File: config.mk
export PLATFORM = sky130hd
export DESIGN_NAME = load_queue_flat
export DESIGN_NICKNAME = d
export VERILOG_FILES = /design/src/rtl/load_queue_if.sv /design/src/rtl/load_queue.sv /design/src/flat_wrapper.sv
export SDC_FILE = /design/constraint.sdc
export NUM_CORES = 1
export LEC_CHECK = 0
export ABC_CLOCK_PERIOD_IN_PS = 2500
export CAP_MARGIN = 25
export CORE_ASPECT_RATIO = 0.75
export CORE_MARGIN = 5
export CORE_UTILIZATION = 35
export CTS_CLUSTER_SIZE = 24
export DETAILED_ROUTE_END_ITERATION = 7
export MAX_ROUTING_LAYER = met4
export PLACE_DENSITY = 0.64
export SLEW_MARGIN = 40
export SYNTH_ARGS = -nofsm -noshare
export SYNTH_HDL_FRONTEND = slang
export SYNTH_SLANG_ARGS = --single-unit
File: constraint.sdc
create_clock -name clock -period 2.5 [get_ports clock]
set_input_delay 0.5 -clock clock [delete_from_list [all_inputs] [get_ports clock]]
set_output_delay 0.5 -clock clock [all_outputs]
set_load 0.02 [all_outputs]
File: src/rtl/load_queue_if.sv
// Handshake bundle between the load FU, data memory and the CDB for load_queue.
// slave = the queue itself, master = the surrounding pipeline/memory.
interface load_queue_if #(
  parameter int unsigned XLEN  = 32,
  parameter int unsigned TAG_W = 5
) ();
  logic             squash;
  logic             in_valid;
  logic             in_ready;
  logic [XLEN-1:0]  in_addr;
  logic [2:0]       in_mem_size;
  logic [TAG_W-1:0] in_tag;
  logic             mem_req_valid;
  logic [XLEN-1:0]  mem_req_addr;
  logic             mem_req_ready;
  logic             mem_resp_valid;
  logic [XLEN-1:0]  mem_resp_data;
  logic             cdb_valid;
  logic [XLEN-1:0]  cdb_value;
  logic [TAG_W-1:0] cdb_tag;
  logic             cdb_exc;
  logic             cdb_ack;

  modport slave (
    input  squash, in_valid, in_addr, in_mem_size, in_tag,
    input  mem_req_ready, mem_resp_valid, mem_resp_data, cdb_ack,
    output in_ready, mem_req_valid, mem_req_addr, cdb_valid, cdb_value, cdb_tag, cdb_exc
  );

  modport master (
    output squash, in_valid, in_addr, in_mem_size, in_tag,
    output mem_req_ready, mem_resp_valid, mem_resp_data, cdb_ack,
    input  in_ready, mem_req_valid, mem_req_addr, cdb_valid, cdb_value, cdb_tag, cdb_exc
  );
endinterface

File: src/rtl/load_queue.sv
// In-order load queue: one outstanding Dmem read at a time, byte/half/word extraction, CDB handoff.
// Optional misaligned-load trap enabled by defining LQ_MISALIGN_TRAP_EN.
module load_queue #(
  parameter int unsigned DEPTH = 4,
  parameter int unsigned XLEN  = 32,
  parameter int unsigned TAG_W = 5
) (
  input logic        clock,
  input logic        reset,
  load_queue_if.slave bus
);

  typedef enum logic [2:0] {StIdle, StReq, StWait, StDone, StDrain} state_e;

  localparam int unsigned    PtrW    = (DEPTH > 1) ? $clog2(DEPTH) : 1;
  localparam logic [PtrW:0]  CntFull = (PtrW + 1)'(DEPTH);
  localparam logic [PtrW:0]  CntOne  = (PtrW + 1)'(1);
  localparam logic [PtrW-1:0] PtrOne = PtrW'(1);

  function automatic logic [XLEN-1:0] extract(input logic [2:0] sz, input logic [1:0] lane,
                                              input logic [XLEN-1:0] d);
    logic [7:0]  b;
    logic [15:0] h;
    b = d[{lane, 3'b000} +: 8];
    h = d[{lane[1], 4'b0000} +: 16];
    case (sz)
      3'b000:  return {{(XLEN - 8){b[7]}}, b};
      3'b001:  return {{(XLEN - 16){h[15]}}, h};
      3'b100:  return {{(XLEN - 8){1'b0}}, b};
      3'b101:  return {{(XLEN - 16){1'b0}}, h};
      default: return d;
    endcase
  endfunction

  state_e           state_q, state_d;
  logic [PtrW-1:0]  head_q, head_d, tail_q, tail_d;
  logic [PtrW:0]    count_q, count_d;
  logic [XLEN-1:0]  addr_q [DEPTH];
  logic [2:0]       size_q [DEPTH];
  logic [TAG_W-1:0] tag_q  [DEPTH];
  logic             cdb_valid_q, cdb_valid_d;
  logic [XLEN-1:0]  cdb_value_q, cdb_value_d;
  logic [TAG_W-1:0] cdb_tag_q, cdb_tag_d;
  logic             enq, pop;
  logic [XLEN-1:0]  head_addr;
  logic [2:0]       head_size;
  logic [TAG_W-1:0] head_tag;

  // Trap decisions for the entry that becomes head when leaving IDLE or after a pop.
  logic             idle_trap, next_trap;
  logic [TAG_W-1:0] idle_tag, next_tag;

  assign head_addr = addr_q[head_q];
  assign head_size = size_q[head_q];
  assign head_tag  = tag_q[head_q];

  assign bus.in_ready      = (count_q != CntFull) && (state_q != StDrain);
  assign enq               = bus.in_valid && bus.in_ready && !bus.squash;
  assign bus.mem_req_valid = (state_q == StReq);
  assign bus.mem_req_addr  = {head_addr[XLEN-1:2], 2'b00};
  assign bus.cdb_valid     = cdb_valid_q;
  assign bus.cdb_value     = cdb_value_q;
  assign bus.cdb_tag       = cdb_tag_q;

`ifdef LQ_MISALIGN_TRAP_EN
  function automatic logic misaligned(input logic [2:0] sz, input logic [1:0] lo);
    case (sz)
      3'b001, 3'b101: return lo[0];
      3'b010:         return lo != 2'b00;
      default:        return 1'b0;
    endcase
  endfunction

  logic [PtrW-1:0] nxt_ptr;
  logic            cdb_exc_q, cdb_exc_d;

  assign nxt_ptr     = head_q + PtrOne;
  assign bus.cdb_exc = cdb_exc_q;

  // With an empty queue (or a single entry being popped) the candidate is the incoming load.
  always_comb begin
    if (count_q != '0) begin
      idle_trap = misaligned(head_size, head_addr[1:0]);
      idle_tag  = head_tag;
    end else begin
      idle_trap = misaligned(bus.in_mem_size, bus.in_addr[1:0]);
      idle_tag  = bus.in_tag;
    end
    if (count_q > CntOne) begin
      next_trap = misaligned(size_q[nxt_ptr], addr_q[nxt_ptr][1:0]);
      next_tag  = tag_q[nxt_ptr];
    end else begin
      next_trap = misaligned(bus.in_mem_size, bus.in_addr[1:0]);
      next_tag  = bus.in_tag;
    end
  end

  always_comb begin
    cdb_exc_d = cdb_exc_q;
    if (bus.squash) begin
      cdb_exc_d = 1'b0;
    end else if (state_q == StIdle && (count_q != '0 || enq)) begin
      cdb_exc_d = idle_trap;
    end else if (state_q == StWait && bus.mem_resp_valid) begin
      cdb_exc_d = 1'b0;
    end else if (state_q == StDone && bus.cdb_ack) begin
      cdb_exc_d = next_trap && ((count_q != CntOne) || enq);
    end
  end

  always_ff @(posedge clock or negedge reset) begin
    if (!reset) cdb_exc_q <= 1'b0;
    else        cdb_exc_q <= cdb_exc_d;
  end
`else
  assign idle_trap   = 1'b0;
  assign next_trap   = 1'b0;
  assign idle_tag    = '0;
  assign next_tag    = '0;
  assign bus.cdb_exc = 1'b0;
`endif

  always_comb begin
    state_d     = state_q;
    head_d      = head_q;
    tail_d      = tail_q;
    count_d     = count_q;
    cdb_valid_d = cdb_valid_q;
    cdb_value_d = cdb_value_q;
    cdb_tag_d   = cdb_tag_q;
    pop         = 1'b0;

    if (bus.squash) begin
      head_d      = '0;
      tail_d      = '0;
      count_d     = '0;
      cdb_valid_d = 1'b0;
      // Any accepted-but-unanswered request must have its response swallowed.
      unique case (state_q)
        StWait:  state_d = bus.mem_resp_valid ? StIdle : StDrain;
        StReq:   state_d = bus.mem_req_ready ? StDrain : StIdle;
        StDrain: state_d = bus.mem_resp_valid ? StIdle : StDrain;
        default: state_d = StIdle;
      endcase
    end else begin
      if (enq) tail_d = tail_q + PtrOne;

      unique case (state_q)
        StIdle: begin
          if (count_q != '0 || enq) begin
            if (idle_trap) begin
              state_d     = StDone;
              cdb_valid_d = 1'b1;
              cdb_value_d = '0;
              cdb_tag_d   = idle_tag;
            end else begin
              state_d = StReq;
            end
          end
        end
        StReq: if (bus.mem_req_ready) state_d = StWait;
        StWait: begin
          if (bus.mem_resp_valid) begin
            state_d     = StDone;
            cdb_valid_d = 1'b1;
            cdb_value_d = extract(head_size, head_addr[1:0], bus.mem_resp_data);
            cdb_tag_d   = head_tag;
          end
        end
        StDone: begin
          if (bus.cdb_ack) begin
            pop         = 1'b1;
            head_d      = head_q + PtrOne;
            cdb_valid_d = 1'b0;
            if ((count_q != CntOne) || enq) begin
              if (next_trap) begin
                state_d     = StDone;
                cdb_valid_d = 1'b1;
                cdb_value_d = '0;
                cdb_tag_d   = next_tag;
              end else begin
                state_d = StReq;
              end
            end else begin
              state_d = StIdle;
            end
          end
        end
        StDrain: if (bus.mem_resp_valid) state_d = StIdle;
        default: state_d = StIdle;
      endcase

      if (enq && !pop)      count_d = count_q + CntOne;
      else if (!enq && pop) count_d = count_q - CntOne;
    end
  end

  always_ff @(posedge clock or negedge reset) begin
    if (!reset) begin
      state_q     <= StIdle;
      head_q      <= '0;
      tail_q      <= '0;
      count_q     <= '0;
      cdb_valid_q <= 1'b0;
      cdb_value_q <= '0;
      cdb_tag_q   <= '0;
    end else begin
      state_q     <= state_d;
      head_q      <= head_d;
      tail_q      <= tail_d;
      count_q     <= count_d;
      cdb_valid_q <= cdb_valid_d;
      cdb_value_q <= cdb_value_d;
      cdb_tag_q   <= cdb_tag_d;
    end
  end

  always_ff @(posedge clock or negedge reset) begin
    if (!reset) begin
      for (int unsigned i = 0; i < DEPTH; i++) begin
        addr_q[i] <= '0;
        size_q[i] <= '0;
        tag_q[i]  <= '0;
      end
    end else if (enq) begin
      addr_q[tail_q] <= bus.in_addr;
      size_q[tail_q] <= bus.in_mem_size;
      tag_q[tail_q]  <= bus.in_tag;
    end
  end

endmodule

File: src/flat_wrapper.sv
// flat-port wrapper written by rule: the top's interface ports become plain ports
module load_queue_flat 
#(
  parameter int unsigned DEPTH = 4,
  parameter int unsigned XLEN  = 32,
  parameter int unsigned TAG_W = 5
)
  (clock, reset, bus_squash, bus_in_valid, bus_in_addr, bus_in_mem_size, bus_in_tag, bus_mem_req_ready, bus_mem_resp_valid, bus_mem_resp_data, bus_cdb_ack, bus_in_ready, bus_mem_req_valid, bus_mem_req_addr, bus_cdb_valid, bus_cdb_value, bus_cdb_tag, bus_cdb_exc);
  load_queue_if #(.XLEN(XLEN), .TAG_W(TAG_W)) bus_i ();
  input logic clock;
  input logic reset;
  input wire logic [$bits(bus_i.squash)-1:0] bus_squash;
  input wire logic [$bits(bus_i.in_valid)-1:0] bus_in_valid;
  input wire logic [$bits(bus_i.in_addr)-1:0] bus_in_addr;
  input wire logic [$bits(bus_i.in_mem_size)-1:0] bus_in_mem_size;
  input wire logic [$bits(bus_i.in_tag)-1:0] bus_in_tag;
  input wire logic [$bits(bus_i.mem_req_ready)-1:0] bus_mem_req_ready;
  input wire logic [$bits(bus_i.mem_resp_valid)-1:0] bus_mem_resp_valid;
  input wire logic [$bits(bus_i.mem_resp_data)-1:0] bus_mem_resp_data;
  input wire logic [$bits(bus_i.cdb_ack)-1:0] bus_cdb_ack;
  output wire logic [$bits(bus_i.in_ready)-1:0] bus_in_ready;
  output wire logic [$bits(bus_i.mem_req_valid)-1:0] bus_mem_req_valid;
  output wire logic [$bits(bus_i.mem_req_addr)-1:0] bus_mem_req_addr;
  output wire logic [$bits(bus_i.cdb_valid)-1:0] bus_cdb_valid;
  output wire logic [$bits(bus_i.cdb_value)-1:0] bus_cdb_value;
  output wire logic [$bits(bus_i.cdb_tag)-1:0] bus_cdb_tag;
  output wire logic [$bits(bus_i.cdb_exc)-1:0] bus_cdb_exc;
  assign bus_i.squash = bus_squash;
  assign bus_i.in_valid = bus_in_valid;
  assign bus_i.in_addr = bus_in_addr;
  assign bus_i.in_mem_size = bus_in_mem_size;
  assign bus_i.in_tag = bus_in_tag;
  assign bus_i.mem_req_ready = bus_mem_req_ready;
  assign bus_i.mem_resp_valid = bus_mem_resp_valid;
  assign bus_i.mem_resp_data = bus_mem_resp_data;
  assign bus_i.cdb_ack = bus_cdb_ack;
  assign bus_in_ready = bus_i.in_ready;
  assign bus_mem_req_valid = bus_i.mem_req_valid;
  assign bus_mem_req_addr = bus_i.mem_req_addr;
  assign bus_cdb_valid = bus_i.cdb_valid;
  assign bus_cdb_value = bus_i.cdb_value;
  assign bus_cdb_tag = bus_i.cdb_tag;
  assign bus_cdb_exc = bus_i.cdb_exc;
  load_queue #(.DEPTH(DEPTH), .XLEN(XLEN), .TAG_W(TAG_W)) u_core (.clock(clock), .reset(reset), .bus(bus_i));
endmodule
==> impl_metrics.env <==
export IMPL_outcome="finished, final reports clean"
export IMPL_routed_wl_mm=23.1
export IMPL_grt_total_usage_pct=15.3
export IMPL_crit_slowest_cell="mux4_2"
export IMPL_firstDrtPassIters=4
export IMPL_cp_end_kind="primary output"
export IMPL_synth_edf_count=0
export IMPL_synth_area_top_cells="dfrtp_1 54%, mux2_2 17%, mux4_2 9.4%, mux2_1 1.9%, a21oi_1 1.6%"
export IMPL_synth_largest_area_cell="dfrtp_1"
export IMPL_drtIter0Drc=239
export IMPL_switching_power_mw=4.25
export IMPL_nets=931
export IMPL_pwr_share_clk_pct=25.2
export IMPL_powerDensity_nw_per_um2=1110
export IMPL_startpoint_type="flop"
export IMPL_syn2layout_area_growth_pct=30.4
export IMPL_drc=0
export IMPL_reg2reg_setup_slack_ps=120
export IMPL_hp_class="flop to flop"
export IMPL_io_pins=152
export IMPL_coreArea_sq_um=27000
export IMPL_ant_nets=0
export IMPL_path_cells="buf_8 -> mux4_2 -> dlygate4sd2_1"
export IMPL_dpl_instance_area_sq_um=11800
export IMPL_ir_drop_mv=0.556
export IMPL_syn_area_sq_um=9610
export IMPL_drv_slew=0
export IMPL_wl_per_cell_um=19.1
export IMPL_stdcell_area_sq_um=12500
export IMPL_grt_max_degree=58
export IMPL_ys_seq_area_share_pct=54.2
export IMPL_dieArea_sq_um=30900
export IMPL_grt_pass1_wl_mm=37.2
export IMPL_via_per_inst=5.02
export IMPL_grt_ovfl_total=0
export IMPL_cp_arrival_ps=1960
export IMPL_numCtsBuffers=22
export IMPL_power_mw=13.9
export IMPL_portBuffers=148
export IMPL_htree_levels=1
export IMPL_synth_area_per_cell_sq_um=14.4
export IMPL_hold_viol_final=0
export IMPL_routabilityCongestion=0.866
export IMPL_clock_latency_ps=500
export IMPL_synth_main_ff_cell="dfrtp_1"
export IMPL_antenna_found_initial=1
export IMPL_clock_skew_ps=6.77
export IMPL_slowest_delay_ps=500
export IMPL_dp_cells=1162
export IMPL_post_route_period_util_pct=98.6
export IMPL_max_slew_margin_rel_pct=65.2
export IMPL_clk_pin_slew_worst_paths_ps=60
export IMPL_rows=52
export IMPL_initial_core_util_pct=35.6
export IMPL_grt_pass1_vias=6479
export IMPL_ys_types=55
export IMPL_pwr_share_seq_pct=39.8
export IMPL_ys_seq_elements=208
export IMPL_clk_root_buffer_cell="clkbuf_16"
export IMPL_fin_crit_ps=2460
export IMPL_critical_path_required_ps=2000
export IMPL_worstPathMaxFanout=8
export IMPL_dp_hpwl_mm=15.8
export IMPL_netlist_instances=669
export IMPL_tightest_slew_ps=521
export IMPL_async_reset_ff_share_pct=100
export IMPL_leakage_nw=5.40
export IMPL_die_w_um=201
export IMPL_layout_drive_gt1_share_pct=37.0
export IMPL_vias=6067
export IMPL_fillers=2403
export IMPL_cts_tree="done"
export IMPL_die_h_um=154
export IMPL_worst_setup_path_type="flop to primary output"
export IMPL_fin_cells=1208
export IMPL_power_frac_comb_pct=35.0
export IMPL_p_int_mw=9.62
export IMPL_yosysTopAreaCellShare_pct=54.2
export IMPL_yosysWarningCount=0
export IMPL_path_buf_inv=2
export IMPL_clockBufferDepth=3
export IMPL_p_sw_share_pct=30.7
export IMPL_critical_path_top_delay_family="buffers and inverters"
export IMPL_cts_sinks=208
export IMPL_fmax_mhz=406
export IMPL_setup_violations=0
export IMPL_maxCapViolCount=0
export IMPL_grt_setup_unrepaired="yes"
==> what timing repair did <==
item | 4_1_cts | 5_1_grt
setup endpoints to repair | 31 | 35
hold endpoints to repair | 15 | 0
hold buffers | 1 | 0
setup buffers | 5 | 3
resized for setup | 69 | 34
==> routing by layer <==
metal,part of all wire [%],vias to the layer above,GRT usage (%)
met1,48,3071,21.8
met3,5.6,46,3.45
met2,44,131,22.0
met4,3.0,0,4.26
li1,-,2819,-
met5,0,-,-
==> state kept, by name (all words and copies together), names as in the netlist <==
| name | cells |
|---|---|
| u_core.addr_q | 128 |
| u_core.bus.cdb_value | 32 |
| u_core.tag_q | 20 |
| u_core.size_q | 12 |
| u_core.bus.cdb_tag | 5 |
| u_core.count_q | 3 |
| u_core.state_q | 3 |
| u_core.head_q | 2 |
| u_core.tail_q | 2 |
| u_core.bus.cdb_valid | 1 |
==> cell type report <==
| type | count | area, sq um | area share, % |
|---|---|---|---|
| clock buffers | 32 | 649 | 5.18 |
| clock inverters | 4 | 120 | 0.959 |
| diodes | 1 | 2.50 | 0.0200 |
| flip-flops and latches | 208 | 5210 | 41.6 |
| repair buffers | 194 | 1950 | 15.5 |
| multi-input cells | 411 | 4130 | 33.0 |
| inverters | 7 | 28.8 | 0.230 |
| well taps | 351 | 439 | 3.50 |
==> worst paths after layout <==
kind                                   from  cells past startpoint                        to
max in group asynchronous             reset                      3         u_core.addr_q[10]
min reg2reg                u_core.addr_q[9]                      1          u_core.addr_q[9]
min in group asynchronous             reset                      2   u_core.bus.cdb_value[5]
max                        u_core.head_q[0]                      3      bus_mem_req_addr[20]
max reg2reg                u_core.head_q[0]                      8  u_core.bus.cdb_value[16]
min                        u_core.addr_q[9]                      1          u_core.addr_q[9]
==> power groups by stage <==
stage	Clock, mW	Combinational (mW)	Sequential (mW)
after CTS	3.61	4.95	5.53
after detailed placement	0	5.09	5.57
final	3.49	4.85	5.53
after global placement	0	5.02	5.53
after floorplan	0	2.88	5.72
after global routing	3.77	5.26	5.70
==> cell usage after synthesis (all sizes together) (5+ instances only) <==
cell,number
dfrtp,208
inv,7
a21oi,33
ha,8
o2bb2ai,6
nor2,37
mux2,165
clkbuf,14
mux2i,11
a31oi,7
o22ai,7
nand2,30
a22oi,7
xnor2,5
buf,31
mux4,40
a211oi,17
==> per-stage QoR <==
stage	worst slack [ps]	TNS, ps	hold slack (ps)	utilization (%)
2_1_floorplan	362	0	204	-
3_3_place_gp	197	0	469	43.5
3_5_place_dp	158	0	479	43.5
4_1_cts	-62.7	-305	493	46.4
5_1_grt	-34.3	-149	503	46.4
6_report	35.0	0	488	46.4
==> kinds of logic after synthesis <==
family / after synthesis / synth area share, %
other: 1 / 0.0390
multiplexers: 216 / 29.9
adder cells (fa/ha/maj): 9 / 1.15
AO/OA/AOI/OAI: 87 / 6.56
XOR/XNOR: 6 / 0.547
AND/OR/NAND/NOR: 90 / 4.56
buffers and inverters: 52 / 3.10
flip-flops: 208 / 54.2
==> layout by cell type (no fill, tap or decap), types with 4 or more instances in the layout <==
cell type and count:
a211oi_1 7, a21oi_1 31, mux2_1 16, clkdlybuf4s50_1 115, clkdlybuf4s15_1 4, buf_4 27
a31oi_1 7, mux2_2 149, clkbuf_8 5, a211oi_2 10, bufinv_16 4, nor2_1 36
mux2i_1 10, dfrtp_1 206, o22ai_1 7, a22oi_1 7, inv_1 6, ha_1 8
buf_2 12, clkbuf_2 10, buf_12 17, clkbuf_1 5, nand2_1 26, mux4_2 40
o2bb2ai_1 6, xnor2_1 5, clkbuf_16 23, nand2_2 4
No activity file was read; power rests on OpenSTA's default activity.
